### config.mk
export PLATFORM = sky130hd
export DESIGN_NAME = hazard_unit
export DESIGN_NICKNAME = d
export VERILOG_FILES = /design/src/rtl/pipe_pkg.sv /design/src/rtl/load_use_detect.sv /design/src/rtl/hazard_unit.sv
export SDC_FILE = /design/constraint.sdc
export NUM_CORES = 1
export LEC_CHECK = 0
export CORE_UTILIZATION = 52
export CTS_CLUSTER_SIZE = 20
export DETAILED_ROUTE_END_ITERATION = 10
export GPL_TIMING_DRIVEN = 0
export PLACE_DENSITY = 0.85
export SETUP_SLACK_MARGIN = 0.3
export SLEW_MARGIN = 20
export SYNTH_ARGS = -nofsm -noshare
export SYNTH_HDL_FRONTEND = slang
export SYNTH_SLANG_ARGS = --single-unit
### constraint.sdc
create_clock -name clock -period 5.87 [get_ports clock]
set_input_delay 1.4675 -clock clock [delete_from_list [all_inputs] [get_ports clock]]
set_output_delay 1.4675 -clock clock [all_outputs]
set_load 0.02 [all_outputs]
### src/rtl/pipe_pkg.sv
// Shared pipeline-control definitions: sequencer states, register-zero index,
// and memctrl field positions used by the ID/EX stage.
package pipe_pkg;

  typedef enum logic {
    RUN      = 1'b0,
    MEM_WAIT = 1'b1
  } state_t;

  localparam logic [4:0] REG_ZERO = 5'd0;

  localparam int unsigned MEMCTRL_RD = 0;
  localparam int unsigned MEMCTRL_WR = 1;

endpackage

### src/rtl/load_use_detect.sv
// Combinational load-use hazard compare between the load in EX and the
// source registers of the instruction in ID.
module load_use_detect
  import pipe_pkg::*;
(
  input  logic       i_ex_memread,
  input  logic [4:0] i_ex_rt,
  input  logic [4:0] i_id_rs,
  input  logic [4:0] i_id_rt,
  input  logic       i_id_uses_rt,
  output logic       o_lu_hazard
);

  logic w_rs_match;
  logic w_rt_match;

  assign w_rs_match  = (i_ex_rt == i_id_rs);
  assign w_rt_match  = i_id_uses_rt && (i_ex_rt == i_id_rt);
  // Loads into $zero never create a real dependency.
  assign o_lu_hazard = i_ex_memread && (i_ex_rt != REG_ZERO) && (w_rs_match || w_rt_match);

endmodule

### src/rtl/hazard_unit.sv
// Pipeline sequencer: load-use stall, branch squash, data-memory freeze with
// timeout, and a saturating stall-cycle counter.
module hazard_unit
  import pipe_pkg::*;
#(
  parameter int unsigned TIMEOUT = 64,
  parameter int unsigned CNT_W   = 32
) (
  input  logic             clock,
  input  logic             reset,
  input  logic [4:0]       id_rs,
  input  logic [4:0]       id_rt,
  input  logic             id_uses_rt,
  input  logic [4:0]       ex_rt,
  input  logic             ex_memread,
  input  logic             ex_branch_taken,
  input  logic             mem_req,
  input  logic             mem_ready,
  output logic             pc_en,
  output logic             ifid_en,
  output logic             ifid_flush,
  output logic             idex_en,
  output logic             idex_flush,
  output logic             exmem_en,
  output logic             memwb_flush,
  output logic [CNT_W-1:0] stall_count,
  output logic             mem_error
);

  localparam int unsigned WCW = (TIMEOUT > 0) ? $clog2(TIMEOUT + 1) : 1;
  localparam logic [WCW-1:0] TO_LAST = (TIMEOUT == 0) ? '0 : WCW'(TIMEOUT - 1);

  state_t           r_state;
  state_t           w_state_n;
  logic [WCW-1:0]   r_wcnt;
  logic [WCW-1:0]   w_wcnt_n;
  logic [CNT_W-1:0] r_stall_count;
  logic             r_mem_error;
  logic             w_err_set;
  logic             w_frozen;
  logic             w_timeout;
  logic             w_lu_hazard;

  load_use_detect u_lu (
    .i_ex_memread (ex_memread),
    .i_ex_rt      (ex_rt),
    .i_id_rs      (id_rs),
    .i_id_rt      (id_rt),
    .i_id_uses_rt (id_uses_rt),
    .o_lu_hazard  (w_lu_hazard)
  );

  always_comb begin
    pc_en       = 1'b1;
    ifid_en     = 1'b1;
    ifid_flush  = 1'b0;
    idex_en     = 1'b1;
    idex_flush  = 1'b0;
    exmem_en    = 1'b1;
    memwb_flush = 1'b0;
    w_state_n   = r_state;
    w_wcnt_n    = r_wcnt;
    w_err_set   = 1'b0;
    w_frozen    = 1'b0;
    w_timeout   = 1'b0;

    if (reset) begin
      pc_en       = 1'b0;
      ifid_en     = 1'b0;
      idex_en     = 1'b0;
      exmem_en    = 1'b0;
      ifid_flush  = 1'b1;
      idex_flush  = 1'b1;
      memwb_flush = 1'b1;
      w_state_n   = RUN;
      w_wcnt_n    = '0;
    end else begin
      case (r_state)
        RUN: begin
          if (mem_req && !mem_ready) begin
            w_frozen  = 1'b1;
            w_state_n = MEM_WAIT;
            w_wcnt_n  = '0;
          end
        end
        MEM_WAIT: begin
          if (mem_ready) begin
            w_state_n = RUN;
          end else if (TIMEOUT != 0 && r_wcnt == TO_LAST) begin
            w_timeout = 1'b1;
            w_err_set = 1'b1;
            w_state_n = RUN;
          end else begin
            w_frozen = 1'b1;
            w_wcnt_n = r_wcnt + 1'b1;
          end
        end
        default: w_state_n = RUN;
      endcase

      if (w_frozen) begin
        pc_en       = 1'b0;
        ifid_en     = 1'b0;
        idex_en     = 1'b0;
        exmem_en    = 1'b0;
        memwb_flush = 1'b1;
      end else begin
        // A timed-out access is released but its stale result must not retire.
        memwb_flush = w_timeout;
        if (ex_branch_taken) begin
          ifid_flush = 1'b1;
          idex_flush = 1'b1;
        end else if (w_lu_hazard) begin
          pc_en      = 1'b0;
          ifid_en    = 1'b0;
          idex_flush = 1'b1;
        end
      end
    end
  end

  always_ff @(posedge clock) begin
    if (reset) begin
      r_state       <= RUN;
      r_wcnt        <= '0;
      r_stall_count <= '0;
      r_mem_error   <= 1'b0;
    end else begin
      r_state <= w_state_n;
      r_wcnt  <= w_wcnt_n;
      if (!pc_en && r_stall_count != '1) r_stall_count <= r_stall_count + 1'b1;
      if (w_err_set) r_mem_error <= 1'b1;
    end
  end

  assign stall_count = r_stall_count;
  assign mem_error   = r_mem_error;

endmodule

# Word level (Yosys, flattened, before mapping)
# Index checks and enable logic that the tools add are counted.
# op_classes
addsub	2
n_eq_ne	7
mux	28
n_bitwise	1
reduce_logical	10
# op_table
op	n
$add 32x1->32 const B	1
$ne 32x32->1 const B	1
$mux 1	23
$mux 7	3
$pmux 7 s2	1
$eq 5x5->1	2
$add 7x1->7 const B	1
$eq 7x6->1 const B	1
$ne 2x2->1 const B	3
$logic_and 1x1->1	5
$reduce_bool 5->1	1
$reduce_and 3->1	1
$logic_not 1->1	2
$pmux 1 s2	1
$logic_or 1x1->1	1
$not 1->1	1
# word_totals
regBits	41
input_bits	22
out_inout_bits	40

# Longest topological paths before layout
# logic_depth
word_depth	10
mapped_depth	9
depth_no_buf	7

# Hierarchy
# From an unflattened synthesis, not the netlist that was laid out.
# hier_totals
hier_cells	280
hier_area_um2	2398.6
# modules_own_cells
module	instances	cells_each	area_per_inst_um2	seq_area_each_um2
hazard_unit	1	263	2265.9	820.8
load_use_detect	1	17	132.6	0.0

# Least setup slack after synthesis
# No wires, ideal clock.
# synth_path
path_type	input -> output
startpoint	in mem_req
endpoint	out pc_en
arrival_time_ns	3.195
t_required_ns	4.403
setup_slack_ns	1.208
stages	7
n_path_buf	3
cell_sequence	o21bai_1 > a31oi_1 > nor2_1 > o31a_1 > buf_2 > clkbuf_1 > buf_4
# synth_between
elab_chain_cells	6
# synth_rtl
item	line	text
from (decl)	hazard_unit.sv:17	input logic mem_req,
$logic_and 1x1->1	hazard_unit.sv:80	if (mem_req && !mem_ready) begin
$mux 1	hazard_unit.sv:80	
$pmux 1 s2	hazard_unit.sv:78	case (r_state)
$mux 1	hazard_unit.sv:67	if (reset) begin
$mux 1 (2 in series)	--	
to (decl)	hazard_unit.sv:19	output logic pc_en,
# Every way passes these cells. The select of a mux whose other input is x is not followed.

# Worst setup path after layout
# layout_path
startpoint	in ex_rt[1]
endpoint	out ifid_en
# layout_between
elab_chain_cells	8
word_cells_on_any_way	11
cone_classes	eq/ne: 2; mux: 4; reduce/logical: 5
# layout_rtl
item	line	text
from (decl)	hazard_unit.sv:14	input logic [4:0] ex_rt,
$eq 5x5->1	load_use_detect.sv:18	assign w_rt_match = i_id_uses_rt && (i_ex_rt == i_id_rt);
$logic_and 1x1->1	load_use_detect.sv:18	
$logic_or 1x1->1	load_use_detect.sv:20	assign o_lu_hazard = i_ex_memread && (i_ex_rt != REG_ZERO) && (w_rs_match || w_rt_match);
$logic_and 1x1->1 (*)	load_use_detect.sv:20	
$mux 1 (*)	hazard_unit.sv:113	end else if (w_lu_hazard) begin
$mux 1 (*)	hazard_unit.sv:110	if (ex_branch_taken) begin
$mux 1 (*)	hazard_unit.sv:101	if (w_frozen) begin
$mux 1 (*)	hazard_unit.sv:67	
to (decl)	hazard_unit.sv:20	output logic ifid_en,
# Every way passes the cells marked *; elsewhere a longest branch is shown, timed or not.

==> impl_metrics.env <==
export IMPL_maxCapViolCount=0
export IMPL_cts_tree="done"
export IMPL_regToRegStartpoint="r_wcnt[0]$_SDFFE_PP0P_"
export IMPL_startpoint_type="primary input"
export IMPL_total_power_mw=0.632
export IMPL_numCtsBuffers=5
export IMPL_drv_slew=0
export IMPL_final_antenna_net_count=0
export IMPL_synth_edf_count=0
export IMPL_reg2reg_depth=8
export IMPL_gp_congestion=0.875
export IMPL_grt_pass1_wl_um=10100
export IMPL_antenna_found_initial=0
export IMPL_h_tree_depth=2
export IMPL_die_area_um2=4750
export IMPL_layout_setup_ws_ns=0.500
export IMPL_post_cts_buffers=0
export IMPL_worstReg2RegEnd="stall_count[10]$_SDFFE_PP0P_"
export IMPL_critPathMaxStageDelay_ns=0.61
export IMPL_hp_class="reg2reg"
export IMPL_holdCritStartpoint="mem_error$_SDFFE_PP0P_"
export IMPL_seq_area_frac_synth=0.352
export IMPL_final_setup_skew_ns=0.00815
export IMPL_finalNonFillerCells=403
export IMPL_grtUsageTotal=0.283
export IMPL_yosys_warnings=0
export IMPL_path_common_cell="clkdlybuf4s50_1"
export IMPL_drc=0
export IMPL_required_ns=4.40
export IMPL_io_pins=62
export IMPL_totalWireLength_um=6520
export IMPL_synth_area_um2=2330
export IMPL_syn2layout_area_growth_pct=35.3
export IMPL_avgViaCountPerCell=6.28
export IMPL_initial_core_util=0.563
export IMPL_hold_end="mem_error$_SDFFE_PP0P_"
export IMPL_max_slew_margin=0.597
export IMPL_post_dp_hpwl_um=4660
export IMPL_gr_total_overflow=0
export IMPL_crit_chain="clkdlybuf4s50_1, or4_1, o21ai_1, o31a_1, clkbuf_4, clkbuf_8, clkdlybuf4s50_1"
export IMPL_clockBufferDepth=2
export IMPL_syn_inst=284
export IMPL_finalSetupViolations=0
export IMPL_synth_cell_types=42
export IMPL_p_leak_nw=1.04
export IMPL_num_vias=2531
export IMPL_min_period_ns=5.37
export IMPL_die_y_um=69.0
export IMPL_path_max_fanout=11
export IMPL_drt_initial_drc_count=178
export IMPL_cts_num_sinks=41
export IMPL_fin_util=0.761
export IMPL_status="completed"
export IMPL_numPortBuffers=61
export IMPL_antennaDiodeCount=0
export IMPL_worst_path_max_delay_cell="clkdlybuf4s50_1"
export IMPL_syn_num_nets=308
export IMPL_crit_path_end_kind="primary output"
export IMPL_ff2ff_setup_slack_ns=3.14
export IMPL_cp_arrival_ns=3.90
export IMPL_firstDrtPassIters=5
export IMPL_clkSlewWorstSetupHoldPaths_ns=0.09
export IMPL_ys_ff_latch=41
export IMPL_coreArea_um2=4140
export IMPL_worstSkewPairLatency_ns=0.30
export IMPL_grt_pass1_vias=2172
export IMPL_max_freq_mhz=186
export IMPL_hold_viol=0
export IMPL_irDropWorstVdd_mv=0.116
export IMPL_final_nets=376
export IMPL_fin_crit_sh=0.915
export IMPL_power_density_nw_per_um2=200
export IMPL_cts_root_buf="clkbuf_8"
export IMPL_grt_max_degree=14
export IMPL_syn_area_per_cell_um2=8.21
export IMPL_crit_type="in2out"
export IMPL_row_count=23
export IMPL_rsz0062_at_grt="false"
export IMPL_preCtsSetupSlack_ns=-0.0168
export IMPL_worst_pin_slew_ns=0.601
export IMPL_final_layout_size_suffix_gt1_frac=0.0850
export IMPL_place_inst=395
export IMPL_fp_dieW_um=69.0
export IMPL_drt_wirelength_per_cell_um=16.2
export IMPL_ys_async_sr_fraction=0
export IMPL_synthFlopType="dfxtp_1"
export IMPL_holdPathStages=2
-- worst max path at each step --
stage	cells after the start	to	from	slack [ns]
finish	7	ifid_en	ex_rt[1]	0.50
global route	7	ifid_en	ex_rt[1]	0.38
CTS	8	pc_en	ex_rt[1]	0.33
detailed placement	8	pc_en	ex_rt[1]	-0.02
global placement	8	pc_en	ex_rt[1]	0.05
floorplan	7	pc_en	mem_req	1.21
-- routing by layer --
metal | up-vias | track usage | share of wire
met3 | 13 | 0.0674 | 0.066
li1 | 1214 | - | -
met5 | - | 0 | 0
met1 | 1199 | 0.373 | 0.44
met2 | 105 | 0.439 | 0.47
met4 | 0 | 0.112 | 0.020
-- layout make-up --
cell class | count | area [um2]
Buffer | 18 | 95.1
Clock buffer | 5 | 68.8
Clock inverter | 3 | 65.1
Fill cell | 331 | 991
Inverter | 5 | 18.8
Multi-Input combinational cell | 220 | 1410
Sequential cell | 41 | 821
Tap cell | 50 | 62.6
Timing Repair Buffer | 61 | 613
-- placed cells by master, fill, tap and decap left out, drive strengths merged, types with 3 or more instances in the layout --
cell           Yosys  final
nor2              23     23
a21oi             25     25
nand2b             3      3
and4               5      5
o31ai             15     15
nor2b              8      8
nand3             15     15
and3               4      4
buf                8      7
xor2              12     12
dfxtp             41     41
clkdlybuf4s50      0     60
nand4             10     10
clkbuf            10     16
nor4               8      8
and2               3      3
nand2             12     12
mux2               8      8
nor3               6      6
or3                8      8
or4               17     17
inv                5      5
o21ai             11     11
-- worst max-delay path: cells and delay by family --
kind	cells	cell delay [ns]
and+or+nand+nor	1	0.56
buffers and inverters	4	1.53
AOI/OAI and AO/OA	2	0.35
-- what timing repair did --
item,CTS,global route
endpoints found under the hold margin,0,0
hold buffers,0,0
resized for setup,3,3
setup endpoints to repair,2,2
-- through the flow --
stage          TNS (ns)  hold slack (ns)  area, um2
2_1_floorplan         0            0.449       2330
3_3_place_gp          0            0.459       3000
3_5_place_dp    -0.0168            0.479       3000
4_1_cts               0            0.493       3150
5_1_grt               0            0.517       3150
6_report              0            0.497       3150
-- where the power goes --
part | switching [mW] | internal [mW]
combinational | 0.0390 | 0.0346
clock | 0.106 | 0.169
sequential | 0.00319 | 0.280
-- Yosys cell counts, types with 2 or more instances --
| master | n | area, um2 |
|---|---|---|
| dfxtp_1 | 41 | 821 |
| a21oi_1 | 25 | 125 |
| nor2_1 | 23 | 86.3 |
| or4_1 | 17 | 128 |
| nand3_1 | 15 | 75.1 |
| o31ai_1 | 15 | 113 |
| nand2_1 | 12 | 45.0 |
| xor2_1 | 12 | 105 |
| o21ai_0 | 11 | 55.1 |
| clkbuf_1 | 10 | 37.5 |
| nand4_1 | 10 | 62.6 |
| mux2_2 | 8 | 90.1 |
| nor2b_1 | 8 | 50.1 |
| nor4_1 | 8 | 50.1 |
| or3_1 | 8 | 50.1 |
| buf_2 | 6 | 30.0 |
| nor3_1 | 6 | 30.0 |
| inv_1 | 5 | 18.8 |
| and3_1 | 4 | 25.0 |
| and4_1 | 4 | 35.0 |
| and2_1 | 3 | 18.8 |
| nand2b_1 | 3 | 18.8 |
| a31o_2 | 2 | 17.5 |
| buf_4 | 2 | 15.0 |
| ha_1 | 2 | 25.0 |
| nand3b_1 | 2 | 15.0 |
| nand4b_1 | 2 | 17.5 |
| nor4b_1 | 2 | 17.5 |
| o21bai_1 | 2 | 15.0 |
| o31a_1 | 2 | 17.5 |
| or4b_1 | 2 | 20.0 |
| xnor2_1 | 2 | 17.5 |
-- flip-flops by register name (all words and copies together), names as in the netlist --
register and cells:
r_wcnt 7, r_state 1, mem_error 1, stall_count 32
-- logic make-up after synthesis --
| family | synth area share |
|---|---|
| compound gates | 0.172 |
| xor+xnor | 0.0526 |
| fa+ha+maj | 0.0107 |
| buf+inv | 0.0435 |
| flops | 0.352 |
| mux | 0.0386 |
| simple gates | 0.331 |
Power figures use the tool's default switching activity.
